File: src/rtl/cordic_rr_scheduler.sv
// cordic_rr_scheduler
// Round-robin arbiter that time-shares a single CORDIC rotator among NUM_REQ
// requesters. A request is accepted with a valid/ready handshake, the operands
// are issued to the CORDIC with a one-cycle strobe, and the result is returned
// to the granted requester as a one-cycle tagged pulse.
//
// Optional feature macro: CORDIC_SCHED_TIMEOUT_EN
//   When defined, a watchdog counts WAIT cycles. After TIMEOUT_CYCLES without
//   done, it pulses cordic_reset for one cycle and then answers with zero data
//   and rsp_err = 1. When undefined, WAIT waits indefinitely and rsp_err = 0.
//
// state    | meaning
// ---------+-----------------------------------------------------------
// ST_IDLE  | arbitrate; grant first valid requester from rr_ptr upward
// ST_ISSUE | cordic_stb high for one cycle with the latched operands
// ST_WAIT  | hold operands, wait for cordic_done (or watchdog)
// ST_RESP  | rsp_valid[g] for one cycle, advance rr_ptr past g

module cordic_rr_scheduler #(
  parameter int NUM_REQ        = 4,
  parameter int XY_BITS        = 16,
  parameter int PHASE_BITS     = 16,
  parameter int TIMEOUT_CYCLES = 63
) (
  input  logic                          clk,
  input  logic                          rst,
  input  logic [NUM_REQ-1:0]            req_valid,
  output logic [NUM_REQ-1:0]            req_ready,
  input  logic [NUM_REQ*XY_BITS-1:0]    req_xval,
  input  logic [NUM_REQ*PHASE_BITS-1:0] req_phase,
  output logic [NUM_REQ-1:0]            rsp_valid,
  output logic [XY_BITS-1:0]            rsp_xval,
  output logic [XY_BITS-1:0]            rsp_yval,
  output logic                          rsp_err,
  output logic                          cordic_reset,
  output logic                          cordic_stb,
  output logic [XY_BITS-1:0]            cordic_xval,
  output logic [XY_BITS-1:0]            cordic_yval,
  output logic [PHASE_BITS-1:0]         cordic_phase,
  input  logic                          cordic_done,
  input  logic [XY_BITS-1:0]            cordic_xout,
  input  logic [XY_BITS-1:0]            cordic_yout,
  output logic                          sched_busy
);

  localparam int PTR_W = (NUM_REQ > 1) ? $clog2(NUM_REQ) : 1;

  if (NUM_REQ < 2 || NUM_REQ > 8 || TIMEOUT_CYCLES < 1) begin : g_bad_param
    $error("cordic_rr_scheduler: NUM_REQ must be 2..8 and TIMEOUT_CYCLES >= 1");
  end

  typedef enum logic [1:0] {
    ST_IDLE  = 2'd0,
    ST_ISSUE = 2'd1,
    ST_WAIT  = 2'd2,
    ST_RESP  = 2'd3
  } state_t;

  state_t                  state_q, state_d;
  logic [PTR_W-1:0]        rr_ptr_q, rr_ptr_d;
  logic [PTR_W-1:0]        gnt_q, gnt_d;
  logic [XY_BITS-1:0]      xval_q, xval_d;
  logic [PHASE_BITS-1:0]   phase_q, phase_d;
  logic [XY_BITS-1:0]      rx_q, rx_d;
  logic [XY_BITS-1:0]      ry_q, ry_d;

`ifdef CORDIC_SCHED_TIMEOUT_EN
  localparam int CNT_W = $clog2(TIMEOUT_CYCLES + 1);
  logic [CNT_W-1:0]        cnt_q, cnt_d;
  logic                    wd_q, wd_d;
  logic                    err_q, err_d;
`endif

  logic                    gnt_found;
  logic [PTR_W-1:0]        gnt_idx;
  logic [PTR_W:0]          cand_sum;

  // Rotating priority search: first valid requester at or after rr_ptr, wrapping.
  always_comb begin
    gnt_found = 1'b0;
    gnt_idx   = '0;
    cand_sum  = '0;
    for (int k = 0; k < NUM_REQ; k++) begin
      cand_sum = {1'b0, rr_ptr_q} + (PTR_W+1)'(k);
      if (cand_sum >= (PTR_W+1)'(NUM_REQ)) begin
        cand_sum = cand_sum - (PTR_W+1)'(NUM_REQ);
      end
      if (!gnt_found && req_valid[cand_sum[PTR_W-1:0]]) begin
        gnt_found = 1'b1;
        gnt_idx   = cand_sum[PTR_W-1:0];
      end
    end
  end

  // Next-state and handshake logic for the IDLE/ISSUE/WAIT/RESP sequence.
  always_comb begin
    state_d   = state_q;
    rr_ptr_d  = rr_ptr_q;
    gnt_d     = gnt_q;
    xval_d    = xval_q;
    phase_d   = phase_q;
    rx_d      = rx_q;
    ry_d      = ry_q;
    req_ready = '0;
    rsp_valid = '0;
`ifdef CORDIC_SCHED_TIMEOUT_EN
    cnt_d     = cnt_q;
    wd_d      = 1'b0;
    err_d     = err_q;
`endif
    case (state_q)
      ST_IDLE: begin
        if (gnt_found) begin
          req_ready[gnt_idx] = 1'b1;
          gnt_d   = gnt_idx;
          xval_d  = req_xval[gnt_idx*XY_BITS +: XY_BITS];
          phase_d = req_phase[gnt_idx*PHASE_BITS +: PHASE_BITS];
          state_d = ST_ISSUE;
        end
      end
      ST_ISSUE: begin
`ifdef CORDIC_SCHED_TIMEOUT_EN
        cnt_d = '0;
`endif
        state_d = ST_WAIT;
      end
      ST_WAIT: begin
`ifdef CORDIC_SCHED_TIMEOUT_EN
        // The watchdog cycle wins over a late done: the rotator is being reset.
        if (wd_q) begin
          rx_d    = '0;
          ry_d    = '0;
          err_d   = 1'b1;
          state_d = ST_RESP;
        end else if (cordic_done) begin
          rx_d    = cordic_xout;
          ry_d    = cordic_yout;
          err_d   = 1'b0;
          state_d = ST_RESP;
        end else begin
          cnt_d = cnt_q + 1'b1;
          if (cnt_q == CNT_W'(TIMEOUT_CYCLES - 1)) begin
            wd_d = 1'b1;
          end
        end
`else
        if (cordic_done) begin
          rx_d    = cordic_xout;
          ry_d    = cordic_yout;
          state_d = ST_RESP;
        end
`endif
      end
      ST_RESP: begin
        rsp_valid[gnt_q] = 1'b1;
        rr_ptr_d = (gnt_q == PTR_W'(NUM_REQ - 1)) ? '0 : gnt_q + 1'b1;
        state_d  = ST_IDLE;
      end
      default: state_d = ST_IDLE;
    endcase
  end

  // State and datapath registers; reset discards any in-flight job.
  always_ff @(posedge clk or posedge rst) begin
    if (rst) begin
      state_q  <= ST_IDLE;
      rr_ptr_q <= '0;
      gnt_q    <= '0;
      xval_q   <= '0;
      phase_q  <= '0;
      rx_q     <= '0;
      ry_q     <= '0;
`ifdef CORDIC_SCHED_TIMEOUT_EN
      cnt_q    <= '0;
      wd_q     <= 1'b0;
      err_q    <= 1'b0;
`endif
    end else begin
      state_q  <= state_d;
      rr_ptr_q <= rr_ptr_d;
      gnt_q    <= gnt_d;
      xval_q   <= xval_d;
      phase_q  <= phase_d;
      rx_q     <= rx_d;
      ry_q     <= ry_d;
`ifdef CORDIC_SCHED_TIMEOUT_EN
      cnt_q    <= cnt_d;
      wd_q     <= wd_d;
      err_q    <= err_d;
`endif
    end
  end

  assign cordic_stb   = (state_q == ST_ISSUE);
  assign cordic_xval  = xval_q;
  assign cordic_yval  = '0;
  assign cordic_phase = phase_q;
  assign rsp_xval     = rx_q;
  assign rsp_yval     = ry_q;
  assign sched_busy   = (state_q != ST_IDLE);

`ifdef CORDIC_SCHED_TIMEOUT_EN
  assign rsp_err      = err_q;
  assign cordic_reset = rst | wd_q;
`else
  assign rsp_err      = 1'b0;
  assign cordic_reset = rst;
`endif

endmodule
File: config.mk
export PLATFORM = sky130hd
export DESIGN_NAME = cordic_rr_scheduler
export DESIGN_NICKNAME = d
export VERILOG_FILES = /design/src/rtl/cordic_rr_scheduler.sv
export SDC_FILE = /design/constraint.sdc
export NUM_CORES = 1
export LEC_CHECK = 0
export BUFFER_PORTS_ARGS = -buffer_cell sky130_fd_sc_hd__buf_4
export CAP_MARGIN = 10
export CORE_UTILIZATION = 35
export DETAILED_ROUTE_END_ITERATION = 7
export PLACE_DENSITY_LB_ADDON = 0.2
export SLEW_MARGIN = 25
export SYNTH_ARGS = -nofsm -noshare
export SYNTH_HDL_FRONTEND = slang
export SYNTH_SLANG_ARGS = --single-unit
File: constraint.sdc
create_clock -name clk -period 3 [get_ports clk]
set_input_delay 0.3 -clock clk [delete_from_list [all_inputs] [get_ports clk]]
set_output_delay 0.3 -clock clk [all_outputs]
set_load 0.005 [all_outputs]
==> metrics <==
Port Buffer Count 241; Synth Flop Type dfrtp_1; Max Root-Sink Buffers 2; delay-heaviest family, CP compound AO/OA/AOI/OAI gates; DRC Markers 0; GPL Wtd Cong 0.800; CTS sink cnt 70; Post-DP HPWL 8880 µm; ANT cells 0; NumNets Final about 750; worst-path maximum fanout 33; Sw Pwr 0.00180 W; CP Launch Type register; Gates resized, CTS repair 0; measured slew at the worst slew-check pin between 0.7 and 0.8 ns; H-tree depth 3; fin crit period about 2.5 ns; DRT Pass-1 Iters 6; endpoints failing hold 0; area grow syn2layout 56.8%; RSZ-0062 raised after global routing no; initial antenna violation count 0; Chip Height 103 µm; Routed Wire Length between 10000 and 15000 µm; Final setup viols 0; Reg clk slew, reported paths 0.08 ns; Leak between 2 and 3 nW; Worst setup EP type output port; Clock Skew 0.0134 ns; status complete, no violations; EDFF count, synth 0; WS Path Type reg2out; Final Max Slew Viols 0; PD cells approximately 890 nW/µm²; Comb pwr share 0.497; Hold Crit Class in2async; Worst path slowest cell o221a_2; cell internal pwr about 0.0032 W; Post-DRT Antenna Nets 0; FF+latch count, synth 70; Final Util 0.569; vias 3593; fin crit share 0.850; cts bufs inserted 9; row count 36; layout cells sized above 1 0.523; core area 9860 µm²; worst rel slew slack 0.478; clk_lat worst skew 0.33 ns; Clk network pwr share 0.159; Mapped Cells between 300 and 400; Die ar. 10600 µm²; Avg Synthesized Cell Area 10.6 µm²; register area share after synthesis 0.489; CTS tree done; number of global-route vias before repair 3336; initial drt markers 177; switching share of power 0.359; commonest non-fill, non-tap cell in the layout buf_4; Peak VDD IR 0.534 mV; CTS Hold Bufs 0; cells along the critical path clkinv_1, a21oi_1, o221a_2, and2_1, buf_4; CTS root buf clkbuf_8; Yosys cell types 33; num ports approximately 260; Syn. warnings 0; CP Buf/Inv Count 2; sum of negative setup slack 0 ns; CP Data Arrival Time 2.25 ns; Max Clk Rate 392 MHz; Mapped Area 3580 µm²; Die X 103 µm; Fillers 880; critical path's largest stage delay 0.68 ns; commonest non-fill, non-tap cells in the layout buf_4 (246), dfrtp_1 (70), a21oi_1 (69), nor2_1 (36); largest net degree at the start of global routing 38; GRT Util Overall 0.208; ys async rst share 1.00; Starting Density 0.363; Critical Path RT 2.70 ns; Post-CTS Repair Setup Buffers 0; MaxCap Viol Count 0; sequential share of power 0.344; grt total ovfl 0; Wirelength per Cell 16.5 µm; Vias/cell 5.07; first-pass GRT wire length 16400 µm
==> power by group through the flow <==
stage          clock [W]  combinational (W)  sequential [W]
2_1_floorplan          0            0.00130         0.00173
3_3_place_gp           0            0.00249         0.00172
3_5_place_dp           0            0.00254         0.00174
4_1_cts         0.000824            0.00254         0.00173
5_1_grt         0.000859            0.00277         0.00179
6_report        0.000796            0.00250         0.00173
==> sequential cells by signal (all words and copies together) (netlist names) <==
signal,cells
gnt_q,2
state_q,2
cordic_phase,16
rr_ptr_q,2
cordic_xval,16
rsp_yval,16
rsp_xval,16
==> Yosys cell counts, drive strengths merged (2+ instances only) <==
cell / instances / area, µm²
o21ai: 9 / 56.3
inv: 7 / 26.3
nand2b: 2 / 12.5
and2: 6 / 37.5
ha: 8 / 100
buf: 38 / 255
nand2: 8 / 30.0
a21oi: 69 / 345
a222oi: 32 / 320
dfrtp: 70 / 1750
clkbuf: 4 / 16.3
mux2: 32 / 360
nor2: 37 / 139
nor2b: 2 / 12.5
==> stage by stage <==
stage	instance area, µm²	std cells	total power (W)	hold WS, ns	worst slack (ns)
after detailed placement	5410	692	0.00428	0.497	0.761
after floorplan	3640	354	0.00303	0.450	0.932
after global placement	5400	692	0.00420	0.489	0.626
final	5610	708	0.00502	0.112	0.450
after CTS	5610	708	0.00510	0.141	0.394
after global routing	5610	708	0.00543	0.174	0.213
==> worst paths after layout <==
check                                              start                          end  slack [ns]  depth (start not counted)
worst max-delay path             rr_ptr_q[1]$_DFFE_PP0P_                 req_ready[3]        0.45                          5
worst min-delay path                                 rst     rsp_xval[12]$_DFFE_PP0P_        0.11                          2
worst max register to register   rr_ptr_q[1]$_DFFE_PP0P_  cordic_xval[10]$_DFFE_PP0P_        0.95                          5
worst min register to register  rsp_yval[14]$_DFFE_PP0P_     rsp_yval[14]$_DFFE_PP0P_        0.52                          1
max in group asynchronous                            rst      rsp_yval[9]$_DFFE_PP0P_        2.19                          3
min in group clk                         cordic_yout[14]     rsp_yval[14]$_DFFE_PP0P_        0.19                          2
==> cell families (layout without fill, tap and decap cells) <==
| logic type | Yosys count | after routing | share of synthesized area |
|---|---|---|---|
| other | 1 | 17 | 0.00105 |
| AND/OR/NAND/NOR | 58 | 58 | 0.0713 |
| adder cells (fa/ha/maj) | 8 | 8 | 0.0280 |
| AO/OA/AOI/OAI | 118 | 118 | 0.223 |
| multiplexers | 33 | 33 | 0.103 |
| flip-flops | 70 | 70 | 0.489 |
| buffers and inverters | 50 | 271 | 0.0842 |
==> layout make-up <==
type                            count  area, µm²  share of cell area
Sequential cell                    70       1750               0.312
Tap cell                          133        166              0.0296
Timing Repair Buffer              247       1870               0.333
Clock buffer                       12        155              0.0276
Inverter                            8       30.0             0.00535
Clock inverter                      4       53.8             0.00958
Multi-Input combinational cell    234       1590               0.283
==> layer usage <==
| layer | vias up | part of all wire | track usage |
|---|---|---|---|
| met5 | - | 0 | 0 |
| met1 | 1680 | 0.39 | 0.243 |
| met3 | 22 | 0.10 | 0.0631 |
| met2 | 206 | 0.49 | 0.354 |
| li1 | 1685 | - | - |
| met4 | 0 | 0.020 | 0.0899 |
Power figures use the tool's default switching activity.
